## config.mk

```make
export PLATFORM = sky130hd
export DESIGN_NAME = hqm_system_mem_fifo_2048x16_ctl_flat
export DESIGN_NICKNAME = d
export VERILOG_FILES = /design/src/rtl/hqm_system_mem_fifo_pkg.sv /design/src/rtl/hqm_system_mem_fifo_2048x16_ctl_if.sv /design/src/rtl/hqm_system_mem_fifo_skid2.sv /design/src/rtl/hqm_system_mem_fifo_2048x16_ctl.sv /design/src/flat_wrapper.sv
export SDC_FILE = /design/constraint.sdc
export NUM_CORES = 1
export LEC_CHECK = 0
export ABC_AREA = 1
export CAP_MARGIN = 15
export CORE_UTILIZATION = 47
export DETAILED_ROUTE_END_ITERATION = 8
export PLACE_DENSITY_LB_ADDON = 0.08
export SLEW_MARGIN = 20
export SYNTH_ARGS = -nofsm -noshare
export SYNTH_HDL_FRONTEND = slang
export SYNTH_SLANG_ARGS = --single-unit
```

## constraint.sdc

```tcl
create_clock -name clk -period 3.13 [get_ports clk]
set_clock_uncertainty 0.1 [all_clocks]
set_input_delay 0.626 -clock clk [delete_from_list [all_inputs] [get_ports clk]]
set_output_delay 0.626 -clock clk [all_outputs]
set_load 0.02 [all_outputs]
```

## src/rtl/hqm_system_mem_fifo_pkg.sv

```systemverilog
// Shared sizing defaults and output-buffer entry type for the SRAM-backed FIFO.
package hqm_system_mem_fifo_pkg;

  localparam int unsigned DEPTH  = 2048;
  localparam int unsigned DWIDTH = 16;
  localparam int unsigned AWIDTH = $clog2(DEPTH);

  // One slot of the output skid buffer
  typedef struct packed {
    logic [DWIDTH-1:0] data;
  } ob_entry_t;

endpackage

```

## src/rtl/hqm_system_mem_fifo_2048x16_ctl_if.sv

```systemverilog
// Producer/consumer handshakes and single-port SRAM bus of the FIFO controller.
interface hqm_system_mem_fifo_2048x16_ctl_if #(
  parameter int unsigned DWIDTH = hqm_system_mem_fifo_pkg::DWIDTH,
  parameter int unsigned AWIDTH = hqm_system_mem_fifo_pkg::AWIDTH
);

  logic              push;
  logic [DWIDTH-1:0] push_data;
  logic              push_ready;
  logic              pop_valid;
  logic [DWIDTH-1:0] pop_data;
  logic              pop_ready;
  logic              mem_re;
  logic              mem_we;
  logic [AWIDTH-1:0] mem_addr;
  logic [DWIDTH-1:0] mem_wdata;
  logic [DWIDTH-1:0] mem_rdata;
  logic              mem_pwr_enable_b;

  // Controller side
  modport slave (
    input  push, push_data, pop_ready, mem_rdata, mem_pwr_enable_b,
    output push_ready, pop_valid, pop_data, mem_re, mem_we, mem_addr, mem_wdata
  );

  // Client + SRAM macro side
  modport master (
    output push, push_data, pop_ready, mem_rdata, mem_pwr_enable_b,
    input  push_ready, pop_valid, pop_data, mem_re, mem_we, mem_addr, mem_wdata
  );

endinterface

```

## src/rtl/hqm_system_mem_fifo_skid2.sv

```systemverilog
// Two-entry output skid buffer holding prefetched SRAM words ahead of the consumer.
module hqm_system_mem_fifo_skid2
  import hqm_system_mem_fifo_pkg::*;
(
  input  logic      clk,
  input  logic      rst_n,
  input  logic      wr_en_i,
  input  ob_entry_t wr_entry_i,
  input  logic      rd_en_i,
  output logic [1:0] count_o,
  output ob_entry_t head_o
);

  ob_entry_t  slot0_q;
  ob_entry_t  slot1_q;
  logic       wsel_q;
  logic       rsel_q;
  logic [1:0] cnt_q;

  // Slot storage, ping-pong pointers and occupancy
  always_ff @(posedge clk or negedge rst_n) begin
    if (!rst_n) begin
      slot0_q <= '0;
      slot1_q <= '0;
      wsel_q  <= 1'b0;
      rsel_q  <= 1'b0;
      cnt_q   <= 2'd0;
    end else begin
      if (wr_en_i && !wsel_q) slot0_q <= wr_entry_i;
      if (wr_en_i &&  wsel_q) slot1_q <= wr_entry_i;
      if (wr_en_i) wsel_q <= !wsel_q;
      if (rd_en_i) rsel_q <= !rsel_q;
      cnt_q <= cnt_q + 2'(wr_en_i) - 2'(rd_en_i);
    end
  end

  assign count_o = cnt_q;
  assign head_o  = rsel_q ? slot1_q : slot0_q;

endmodule

```

## src/rtl/hqm_system_mem_fifo_2048x16_ctl.sv

```systemverilog
// Controller for a FIFO stored in a single-port power-gated SRAM, with a
// two-entry prefetch buffer and round-robin read/write port arbitration.
module hqm_system_mem_fifo_2048x16_ctl #(
  parameter int unsigned DEPTH  = hqm_system_mem_fifo_pkg::DEPTH,
  parameter int unsigned DWIDTH = hqm_system_mem_fifo_pkg::DWIDTH,
  parameter int unsigned AWIDTH = hqm_system_mem_fifo_pkg::AWIDTH
) (
  input  logic                              clk,
  input  logic                              clk_rst_n,
  hqm_system_mem_fifo_2048x16_ctl_if.slave  bus,
  output logic [AWIDTH:0]                   fifo_depth,
  output logic                              fifo_empty,
  output logic                              fifo_full,
  output logic                              err_pwr_loss
);
  import hqm_system_mem_fifo_pkg::*;

  localparam int unsigned CW = AWIDTH + 1;

  logic [AWIDTH-1:0] wptr_q, wptr_d;
  logic [AWIDTH-1:0] rptr_q, rptr_d;
  logic [CW-1:0]     cnt_q, cnt_d;
  logic              inflight_q, inflight_d;
  logic              rr_rd_q, rr_rd_d;
  logic              err_q, err_d;
  logic              act_q;

  logic       pwr_ok;
  logic       full;
  logic       pop_fire;
  logic       rd_req;
  logic       rd_grant;
  logic       wr_fire;
  logic       pwr_loss;
  logic [1:0] ob_count;
  logic [1:0] ob_after;
  ob_entry_t  ob_in;
  ob_entry_t  ob_head;

  // Request/grant decode for the shared SRAM port
  assign pwr_ok   = !bus.mem_pwr_enable_b;
  assign full     = (cnt_q == CW'(DEPTH));
  assign pop_fire = bus.pop_valid && bus.pop_ready;
  assign ob_after = ob_count - 2'(pop_fire);
  assign rd_req   = pwr_ok && (cnt_q != '0) && ((ob_after + 2'(inflight_q)) < 2'd2);
  assign rd_grant = rd_req && (rr_rd_q || !bus.push || full);
  assign bus.push_ready = act_q && pwr_ok && !full && !(rd_req && rr_rd_q);
  assign wr_fire  = bus.push && bus.push_ready;
  assign pwr_loss = !pwr_ok && ((cnt_q != '0) || inflight_q);

  // SRAM command outputs; write and read grants are mutually exclusive
  assign bus.mem_we    = wr_fire;
  assign bus.mem_re    = rd_grant;
  assign bus.mem_addr  = wr_fire ? wptr_q : (rd_grant ? rptr_q : AWIDTH'(0));
  assign bus.mem_wdata = wr_fire ? bus.push_data : DWIDTH'(0);

  // Next-state for pointers, count, read pipeline, arbiter and error flag
  always_comb begin
    wptr_d     = wptr_q;
    rptr_d     = rptr_q;
    cnt_d      = cnt_q;
    inflight_d = rd_grant;
    rr_rd_d    = rr_rd_q;
    err_d      = err_q;
    if (pwr_loss) begin
      wptr_d     = '0;
      rptr_d     = '0;
      cnt_d      = '0;
      inflight_d = 1'b0;
      err_d      = 1'b1;
    end else begin
      if (wr_fire)  wptr_d = wptr_q + AWIDTH'(1);
      if (rd_grant) rptr_d = rptr_q + AWIDTH'(1);
      cnt_d = cnt_q + CW'(wr_fire) - CW'(rd_grant);
      if (rd_req && bus.push && !full) rr_rd_d = !rd_grant;
    end
  end

  // State registers; act_q holds off pushes until the first edge after reset
  always_ff @(posedge clk or negedge clk_rst_n) begin
    if (!clk_rst_n) begin
      wptr_q     <= '0;
      rptr_q     <= '0;
      cnt_q      <= '0;
      inflight_q <= 1'b0;
      rr_rd_q    <= 1'b0;
      err_q      <= 1'b0;
      act_q      <= 1'b0;
    end else begin
      wptr_q     <= wptr_d;
      rptr_q     <= rptr_d;
      cnt_q      <= cnt_d;
      inflight_q <= inflight_d;
      rr_rd_q    <= rr_rd_d;
      err_q      <= err_d;
      act_q      <= 1'b1;
    end
  end

  // Returning read data lands in the skid buffer the cycle after mem_re
  assign ob_in.data = bus.mem_rdata;

  hqm_system_mem_fifo_skid2 u_skid (
    .clk        (clk),
    .rst_n      (clk_rst_n),
    .wr_en_i    (inflight_q),
    .wr_entry_i (ob_in),
    .rd_en_i    (pop_fire),
    .count_o    (ob_count),
    .head_o     (ob_head)
  );

  assign bus.pop_valid = (ob_count != 2'd0);
  assign bus.pop_data  = ob_head.data;

  // Status
  assign fifo_depth   = cnt_q + CW'(inflight_q) + CW'(ob_count);
  assign fifo_empty   = (fifo_depth == '0);
  assign fifo_full    = full;
  assign err_pwr_loss = err_q;

endmodule

```

## src/flat_wrapper.sv

```systemverilog
// flat-port wrapper written by rule: the top's interface ports become plain ports
module hqm_system_mem_fifo_2048x16_ctl_flat import hqm_system_mem_fifo_pkg::*;
#(
  parameter int unsigned DEPTH  = hqm_system_mem_fifo_pkg::DEPTH,
  parameter int unsigned DWIDTH = hqm_system_mem_fifo_pkg::DWIDTH,
  parameter int unsigned AWIDTH = hqm_system_mem_fifo_pkg::AWIDTH
)
  (clk, clk_rst_n, fifo_depth, fifo_empty, fifo_full, err_pwr_loss, bus_push, bus_push_data, bus_pop_ready, bus_mem_rdata, bus_mem_pwr_enable_b, bus_push_ready, bus_pop_valid, bus_pop_data, bus_mem_re, bus_mem_we, bus_mem_addr, bus_mem_wdata);
  hqm_system_mem_fifo_2048x16_ctl_if #(.DWIDTH(DWIDTH), .AWIDTH(AWIDTH)) bus_i ();
  input  logic clk;
  input  logic clk_rst_n;
  output logic [AWIDTH:0] fifo_depth;
  output logic fifo_empty;
  output logic fifo_full;
  output logic err_pwr_loss;
  input wire logic [$bits(bus_i.push)-1:0] bus_push;
  input wire logic [$bits(bus_i.push_data)-1:0] bus_push_data;
  input wire logic [$bits(bus_i.pop_ready)-1:0] bus_pop_ready;
  input wire logic [$bits(bus_i.mem_rdata)-1:0] bus_mem_rdata;
  input wire logic [$bits(bus_i.mem_pwr_enable_b)-1:0] bus_mem_pwr_enable_b;
  output wire logic [$bits(bus_i.push_ready)-1:0] bus_push_ready;
  output wire logic [$bits(bus_i.pop_valid)-1:0] bus_pop_valid;
  output wire logic [$bits(bus_i.pop_data)-1:0] bus_pop_data;
  output wire logic [$bits(bus_i.mem_re)-1:0] bus_mem_re;
  output wire logic [$bits(bus_i.mem_we)-1:0] bus_mem_we;
  output wire logic [$bits(bus_i.mem_addr)-1:0] bus_mem_addr;
  output wire logic [$bits(bus_i.mem_wdata)-1:0] bus_mem_wdata;
  assign bus_i.push = bus_push;
  assign bus_i.push_data = bus_push_data;
  assign bus_i.pop_ready = bus_pop_ready;
  assign bus_i.mem_rdata = bus_mem_rdata;
  assign bus_i.mem_pwr_enable_b = bus_mem_pwr_enable_b;
  assign bus_push_ready = bus_i.push_ready;
  assign bus_pop_valid = bus_i.pop_valid;
  assign bus_pop_data = bus_i.pop_data;
  assign bus_mem_re = bus_i.mem_re;
  assign bus_mem_we = bus_i.mem_we;
  assign bus_mem_addr = bus_i.mem_addr;
  assign bus_mem_wdata = bus_i.mem_wdata;
  hqm_system_mem_fifo_2048x16_ctl #(.DEPTH(DEPTH), .DWIDTH(DWIDTH), .AWIDTH(AWIDTH)) u_core (.clk(clk), .clk_rst_n(clk_rst_n), .bus(bus_i), .fifo_depth(fifo_depth), .fifo_empty(fifo_empty), .fifo_full(fifo_full), .err_pwr_loss(err_pwr_loss));
endmodule
```

==> summary.md, run 1 <==
| Metric | Value |
|---|---|
| Max-slew headroom at the worst pin | 33.3% |
| CP arrival | 3.50 ns |
| Final hold violations | 0 |
| Failing checks | negative setup slack |
| CP Cell Sequence | clkdlybuf4s15_1, nand2_8, inv_4, ha_4, inv_4, ha_4, inv_2, nand2_2, nand2_1, nand2_1, nand2_2, nand4_1, nand3_4, buf_12, ha_4, inv_2, ha_4, fa_2, nand3_2, nand2_2, nand4_1, nand3_1, nand2_1, nor2_1 |
| Sequential fraction of the synthesis area | 38.7% |
| TritonCTS buffer count | 9 |
| # port buffers | 98 |
| Setup violators final | 42 |
| Std-Cell Core Area | 9820 µm² |
| Number of global-route vias before repair | 4,491 |
| Routability cong. | 0.866 |
| Reg2Reg Setup Slack | -0.22 ns |
| Setup ws final | -0.236 ns |
| Setup slack at placement | -0.904 ns |
| Synth area leader | dfrtp_1 |
| Most common cell after layout, fill and taps aside | nand2_1 |
| Syn Std Cell Area | 4780 µm² |
| CP Data Required Time | 3.27 ns |
| RSZ-0062 raised after global routing | true |
| Top cells by area, synth | dfrtp_1 (39%), nand2_1 (16%), inv_1 (8.3%), ha_1 (8.1%), nand3_1 (5.3%) |
| Clock Latency Late Sink | 0.35 ns |
| Starting Density | 48.7% |
| CP Buf/Inv Count | 6 |
| Die Wd | 103 µm |
| Status | complete, but fails checks |
| Leakage | 3.67 nW |
| Fin crit period | 3.37 ns |
| Reg clk slew, reported paths | 0.08 ns |
| H-tree lvl count | 3 |
| Routed WL | 13,100 µm |
| CP Capture Type | register |
| Slowest CP cell | fa_2 |
| GR Util All Layers | 25.1% |
| Area Growth Syn to Fin | 47.6% |
| Largest net degree at the start of global routing | 75 |
| Cell Pwr Density | 878 nW/µm² |
| Max clock buf depth | 2 |
| Antenna diode count | 0 |
| Area share of the largest cell type after synthesis | 38.7% |
| Die Ht | 103 µm |
| Post-Syn Nets | 724 |
| Clock Tree Root | clkbuf_8 |
| Clock Sinks | 74 |
| Initial drt markers | 246 |
| Vias per cell | 4.94 |
| Fin Hold WS | 0.190 ns |
| Io pins | 99 |
| DRC | 0 |
| Maximum vdd drop | 0.640 mV |
| Share of cells above drive strength 1 | 25.9% |
| CP startpoint kind | input pin |
| Final Max Tran Viols | 0 |
| First-pass GRT wire length | 20,700 µm |
| Vias | 4,687 |
| Syn_area_per_cell | 7.32 µm² |
| Remaining Overflow, GRT | 0 |
| Worst path top cell family by delay | adder cells |
| Setup TNS | -6.01 ns |
| Synthesized netlist cell count | 653 |
| Antenna Nets Post-Route | 0 |
| Synth async-reset ratio | 100% |
| Hold Path Class | in -> async |
| WL/cell | 13.8 µm |
| Number of synthesized flops with an enable pin | 0 |
| Distinct cells, synth | 34 |
| CP most frequent cell | ha_4 |
| Slowest stage delay, CP | 0.42 ns |
| Maximum fanout along the worst path | 7 |
| Final Cycle Share | 108% |
| Yosys warns | 0 |
| Drt pass-1 iters | 5 |
| Die ar. | 10,600 µm² |
| Nets | 881 |
| Fmax | 297 MHz |
| Crit Path Category | in -> reg |
| CTS tree | done |
| Total of max-cap violations | 0 |
| Worst-margin pin slew | 1.00 ns |
| Number of synthesized register bits | 74 |
| Cell row count | 36 |
| DPL Wire Length | 8860 µm |
| Most frequent cells in the layout | nand2_1 (186), inv_1 (95), dfrtp_1 (74), buf_4 (61), clkdlybuf4s50_1 (54) |
| Top FF cell, synth | dfrtp_1 |
| Antenna violations before repair | 0 |
## worst reg2reg max path: cells and delay by family, from the launching register on
family / cells / cell delay, ns
flops: 1 / 0.41
simple gates: 14 / 1.11
buf+inv: 6 / 0.43
fa+ha+maj: 5 / 1.21
## flip-flops by register name (all words and copies together) (netlist names)
register and cells:
u_core.rr_rd_q 1, u_core.wptr_q 11, u_core.u_skid.wsel_q 1, u_core.u_skid.rsel_q 1, u_core.u_skid.slot0_q 16, u_core.u_skid.slot1_q 16
u_core.inflight_q 1, u_core.act_q 1, u_core.rptr_q 11, u_core.cnt_q 12, u_core.u_skid.count_o 2, u_core.err_pwr_loss 1
## report_power, final
part	total [W]	internal, W	switching, W
clock network	0.000782	0.000383	0.000399
logic	0.00392	0.00169	0.00223
registers	0.00149	0.00129	0.000204
total	0.00620	0.00337	0.00283
## Yosys cell counts (2+ instances only)
cell	instances
nand2_1	204
inv_1	106
dfrtp_1	74
nand3_1	51
nor2_1	45
o21ai_0	36
ha_1	31
xor2_1	24
a21oi_1	14
clkbuf_1	9
nor3_1	7
buf_6	6
o22ai_1	6
buf_2	5
nand4_1	4
fa_1	3
o21a_1	3
o21ai_1	3
o22ai_2	3
a21o_1	2
buf_4	2
nand3_2	2
nor2_2	2
## cell families after synthesis
group / synth area share [%]
AO/OA/AOI/OAI: 8.25
XOR/XNOR: 4.40
adder cells (fa/ha/maj): 9.37
buffers and inverters: 11.6
flip-flops: 38.7
other: 0.0785
AND/OR/NAND/NOR: 27.6
## through the flow
stage | power (W) | utilization (%) | std cells | area [µm²]
3_5_place_dp | 0.00502 | 63.3 | 905 | 6220
5_1_grt | 0.00672 | 71.9 | 948 | 7060
4_1_cts | 0.00598 | 68.5 | 936 | 6720
2_1_floorplan | 0.00364 | - | 653 | 4870
6_report | 0.00620 | 71.9 | 948 | 7060
3_3_place_gp | 0.00490 | 63.3 | 905 | 6220
## routing by layer
| layer | GRT usage [%] | routed length [µm] |
|---|---|---|
| met5 | 0 | 0 |
| met2 | 43.1 | 6470 |
| met4 | 8.13 | 147 |
| met3 | 3.59 | 843 |
| met1 | 32.8 | 5650 |
## worst paths after layout
check | start | end | depth (start not counted)
min in group clk | u_core.err_pwr_loss | u_core.err_pwr_loss | 1
worst max register to register | u_core.u_skid.count_o[1] | u_core.cnt_q[8] | 25
max in group asynchronous | clk_rst_n | u_core.u_skid.slot1_q[4] | 2
worst min register to register | u_core.err_pwr_loss | u_core.err_pwr_loss | 1
worst max-delay path | bus_pop_ready | u_core.cnt_q[8] | 24
worst min-delay path | clk_rst_n | u_core.u_skid.slot0_q[3] | 2
## final cells by class
| class | instances | area [µm²] |
|---|---|---|
| inverter | 109 | 423 |
| clock inverter | 7 | 85.1 |
| clock buffer | 9 | 124 |
| sequential | 74 | 1850 |
| fill | 787 | 2760 |
| multi-input combinational | 449 | 2800 |
| timing repair buffer | 167 | 1610 |
| tap | 133 | 166 |
## timing repair
item,4_1_cts,5_1_grt
setup buffers,13,16
setup endpoints to repair,53,49
pin swaps,12,28
cloned,3,0
hold buffers,0,0
resized for setup,202,113
Note: power is estimated with default switching activity, not from simulation.
==> run 2: changes to the inputs <==
--- a/config.mk
+++ b/config.mk
@@ -8,6 +8,7 @@
 export ABC_AREA = 1
 export CAP_MARGIN = 15
 export CORE_UTILIZATION = 47
+export CTS_CLUSTER_SIZE = 12
 export DETAILED_ROUTE_END_ITERATION = 8
 export PLACE_DENSITY_LB_ADDON = 0.08
 export SLEW_MARGIN = 20
==> results of run 2 <==
Final layout, timing and power as in run 1 (identical DEF).
==> run 3: changes to the inputs <==
--- a/config.mk
+++ b/config.mk
@@ -10,6 +10,7 @@
 export CORE_UTILIZATION = 47
 export CTS_CLUSTER_SIZE = 12
 export DETAILED_ROUTE_END_ITERATION = 8
+export MAX_ROUTING_LAYER = met4
 export PLACE_DENSITY_LB_ADDON = 0.08
 export SLEW_MARGIN = 20
 export SYNTH_ARGS = -nofsm -noshare
==> run 3 against run 2 <==
The flow still finishes with violations (negative setup slack). Core utilization decreased by 1.1 points. Combinational power hardly changed. Global-route usage increased by 0.74 points. Wire length rose by 1.6%. Cell area shrank 1.6%. Critical path type is now in -> out.
==> summary.md, run 3 (same netlist as run 1, synthesis figures left out) <==
| Metric | Value |
|---|---|
| FF-to-FF path depth | 25 (unchanged) |
| Drt pass-1 iters | 5 (unchanged) |
| Vias per cell | 4.96 (+0.40%) |
| Remaining Overflow, GRT | 0 (unchanged) |
| WL/cell | 14.1 µm (+1.7%) |
| Setup ws final | -0.240 ns (-0.00378 ns) |
| Area Growth Syn to Fin | 45.3% |
| Clock Sinks | 74 (unchanged) |
| Maximum vdd drop | 0.645 mV (+0.91%) |
| Vias | 4,701 (+0.30%) |
| Maximum fanout along the worst path | 4 (-3) |
| TritonCTS buffer count | 9 (unchanged) |
| First-pass GRT wire length | 20,400 µm (-1.1%) |
| Final hold violations | 0 (unchanged) |
| Clock Tree Root | clkbuf_8 |
| Std-Cell Core Area | 9820 µm² (unchanged) |
| GR Util All Layers | 25.9% (+0.74 points) |
| CTS tree | done |
| Fin crit period | 3.37 ns (+0.00378 ns) |
| Leakage | 3.66 nW (-0.39%) |
| Crit Path Category | in -> out |
| Antenna diode count | 0 (unchanged) |
| RSZ-0062 raised after global routing | true |
| Setup violators final | 40 (-4.8%) |
| Failing checks | negative setup slack |
| Dpl cell area | 6200 µm² (-0.32%) |
| Hold Path Class | in -> async |
| Max clock buf depth | 2 (unchanged) |
| Total of max-cap violations | 0 (unchanged) |
| Status | complete, but fails checks |
| Routability cong. | 0.932 (+7.6%) |
| Cell row count | 36 (unchanged) |
| CP startpoint kind | input pin |
| Final Cycle Share | 108% (+0.12 points) |
| Die Wd | 103 µm (unchanged) |
| Die ar. | 10,600 µm² (unchanged) |
| Clock Latency Late Sink | 0.35 ns (about the same) |
| DPL Wire Length | 8840 µm (-0.22%) |
| Worst-margin pin slew | 1.03 ns (+0.0287 ns) |
| Routed WL | 13,300 µm (+1.6%) |
| Fin Hold WS | 0.213 ns (+0.0238 ns) |
| H-tree lvl count | 3 (unchanged) |
| Nets | 880 (-0.11%) |
| CP Data Required Time | 2.40 ns (-0.87 ns) |
| Antenna violations before repair | 0 (unchanged) |
| Cell Pwr Density | 893 nW/µm² (+1.6%) |
| Most common cell after layout, fill and taps aside | nand2_1 |
| Reg clk slew, reported paths | 0.09 ns (about the same) |
| Starting Density | 48.7% (unchanged) |
| Die Ht | 103 µm (unchanged) |
| Biggest regs | u_core.u_skid.slot0_q x16, u_core.u_skid.slot1_q x16, u_core.cnt_q x12 |
| CP Capture Type | output pin |
| DRC | 0 (unchanged) |
| Number of global-route vias before repair | 4,371 (-2.7%) |
| CP arrival | 2.64 ns (-0.86 ns) |
| Most frequent cells in the layout | nand2_1 (184), inv_1 (94), dfrtp_1 (74), buf_4 (62), clkdlybuf4s50_1 (54) |
| Share of cells above drive strength 1 | 24.8% (-1.1 points) |
| Antenna Nets Post-Route | 0 (unchanged) |
| Max-slew headroom at the worst pin | 31.4% (-1.9 points) |
| CTS Hold Bufs | 0 (unchanged) |
| Finished Cell Area | 6950 µm² (-1.6%) |
| Largest net degree at the start of global routing | 34 (-55%) |
| Initial drt markers | 255 (+3.7%) |
| Fmax | 297 MHz (-0.11%) |
| Final Max Tran Viols | 0 (unchanged) |
| Io pins | 99 (unchanged) |
| # port buffers | 98 (unchanged) |
[run 3: changes by cell type in the layout (fill, tap and decap cells not counted), sizes merged]
cell / before / now
inv: 110 / 113
dlygate4sd2: 2 / 3
clkbuf: 11 / 10
buf: 105 / 103
clkdlybuf4s15: 1 / 2
clkinvlp: 3 / 1
clkinv: 2 / 1
[run 3: critical path, cell delays in order]
cell and delay (ns):
clkdlybuf4s15_1 0.25, nand2_8 0.11, inv_4 0.03, ha_4 0.25, inv_2 0.04, ha_4 0.16
inv_2 0.05, nand2_2 0.05, nand2_1 0.06, nand2_1 0.06, nand2_2 0.08, nand4_1 0.18
nand3_4 0.20, buf_6 0.17, buf_6 0.12, o22ai_2 0.06, buf_6 0.14
[run 3: stage by stage]
step                cells  worst slack [ns]  setup TNS (ns)  total power [W]  utilization, %
finish                947            -0.240           -6.51          0.00620            70.7
global route          947            -0.351          -11.10          0.00669            70.7
CTS                   937            -0.282           -7.04          0.00597            68.3
detailed placement    904            -0.899          -32.03          0.00499            63.1
global placement      904            -0.892          -30.76          0.00489            63.1
floorplan             653           -0.0921          -0.170          0.00364               -
[run 3: path summary, 6_finish.rpt]
kind / startpoint / endpoint / slack [ns]
worst max-delay path: bus_pop_ready / bus_mem_addr[4] / -0.24
worst min-delay path: clk_rst_n / u_core.u_skid.slot1_q[4] / 0.21
worst max register to register: u_core.u_skid.count_o[1] / u_core.cnt_q[8] / -0.21
worst min register to register: u_core.err_pwr_loss / u_core.err_pwr_loss / 0.37
max in group asynchronous: clk_rst_n / u_core.wptr_q[2] / 1.89
min in group clk: u_core.err_pwr_loss / u_core.err_pwr_loss / 0.37
[run 3: where the power goes]
group          switching (W)  internal, W  total, W  leakage (nW)
sequential          0.000202      0.00129   0.00149         0.942
clock               0.000414     0.000383  0.000797         0.102
combinational        0.00221      0.00170   0.00391          2.61
[run 3: timing repair]
item	4_1_cts	5_1_grt
endpoints found under the setup margin	51	51
pin swaps	20	30
cloned	3	0
setup buffers	15	16
resized for setup	202	92
[run 3: area by class of cell]
| class | instances | area, µm² |
|---|---|---|
| Clock buffer | 9 | 124 |
| Timing Repair Buffer | 166 | 1560 |
| Inverter | 109 | 419 |
| Fill cell | 828 | 2870 |
| Tap cell | 133 | 166 |
| Sequential cell | 74 | 1850 |
| Multi-Input combinational cell | 449 | 2750 |
| Clock inverter | 7 | 81.3 |
[run 3: routing by layer]
metal / share of wire (%) / global-route usage, % / vias to the layer above
li1: - / - / 2324
met1: 44 / 33.0 / 2221
met2: 49 / 42.4 / 138
met3: 5.4 / 4.20 / 18
met4: 1.7 / 7.80 / 0
met5: 0 / - / -
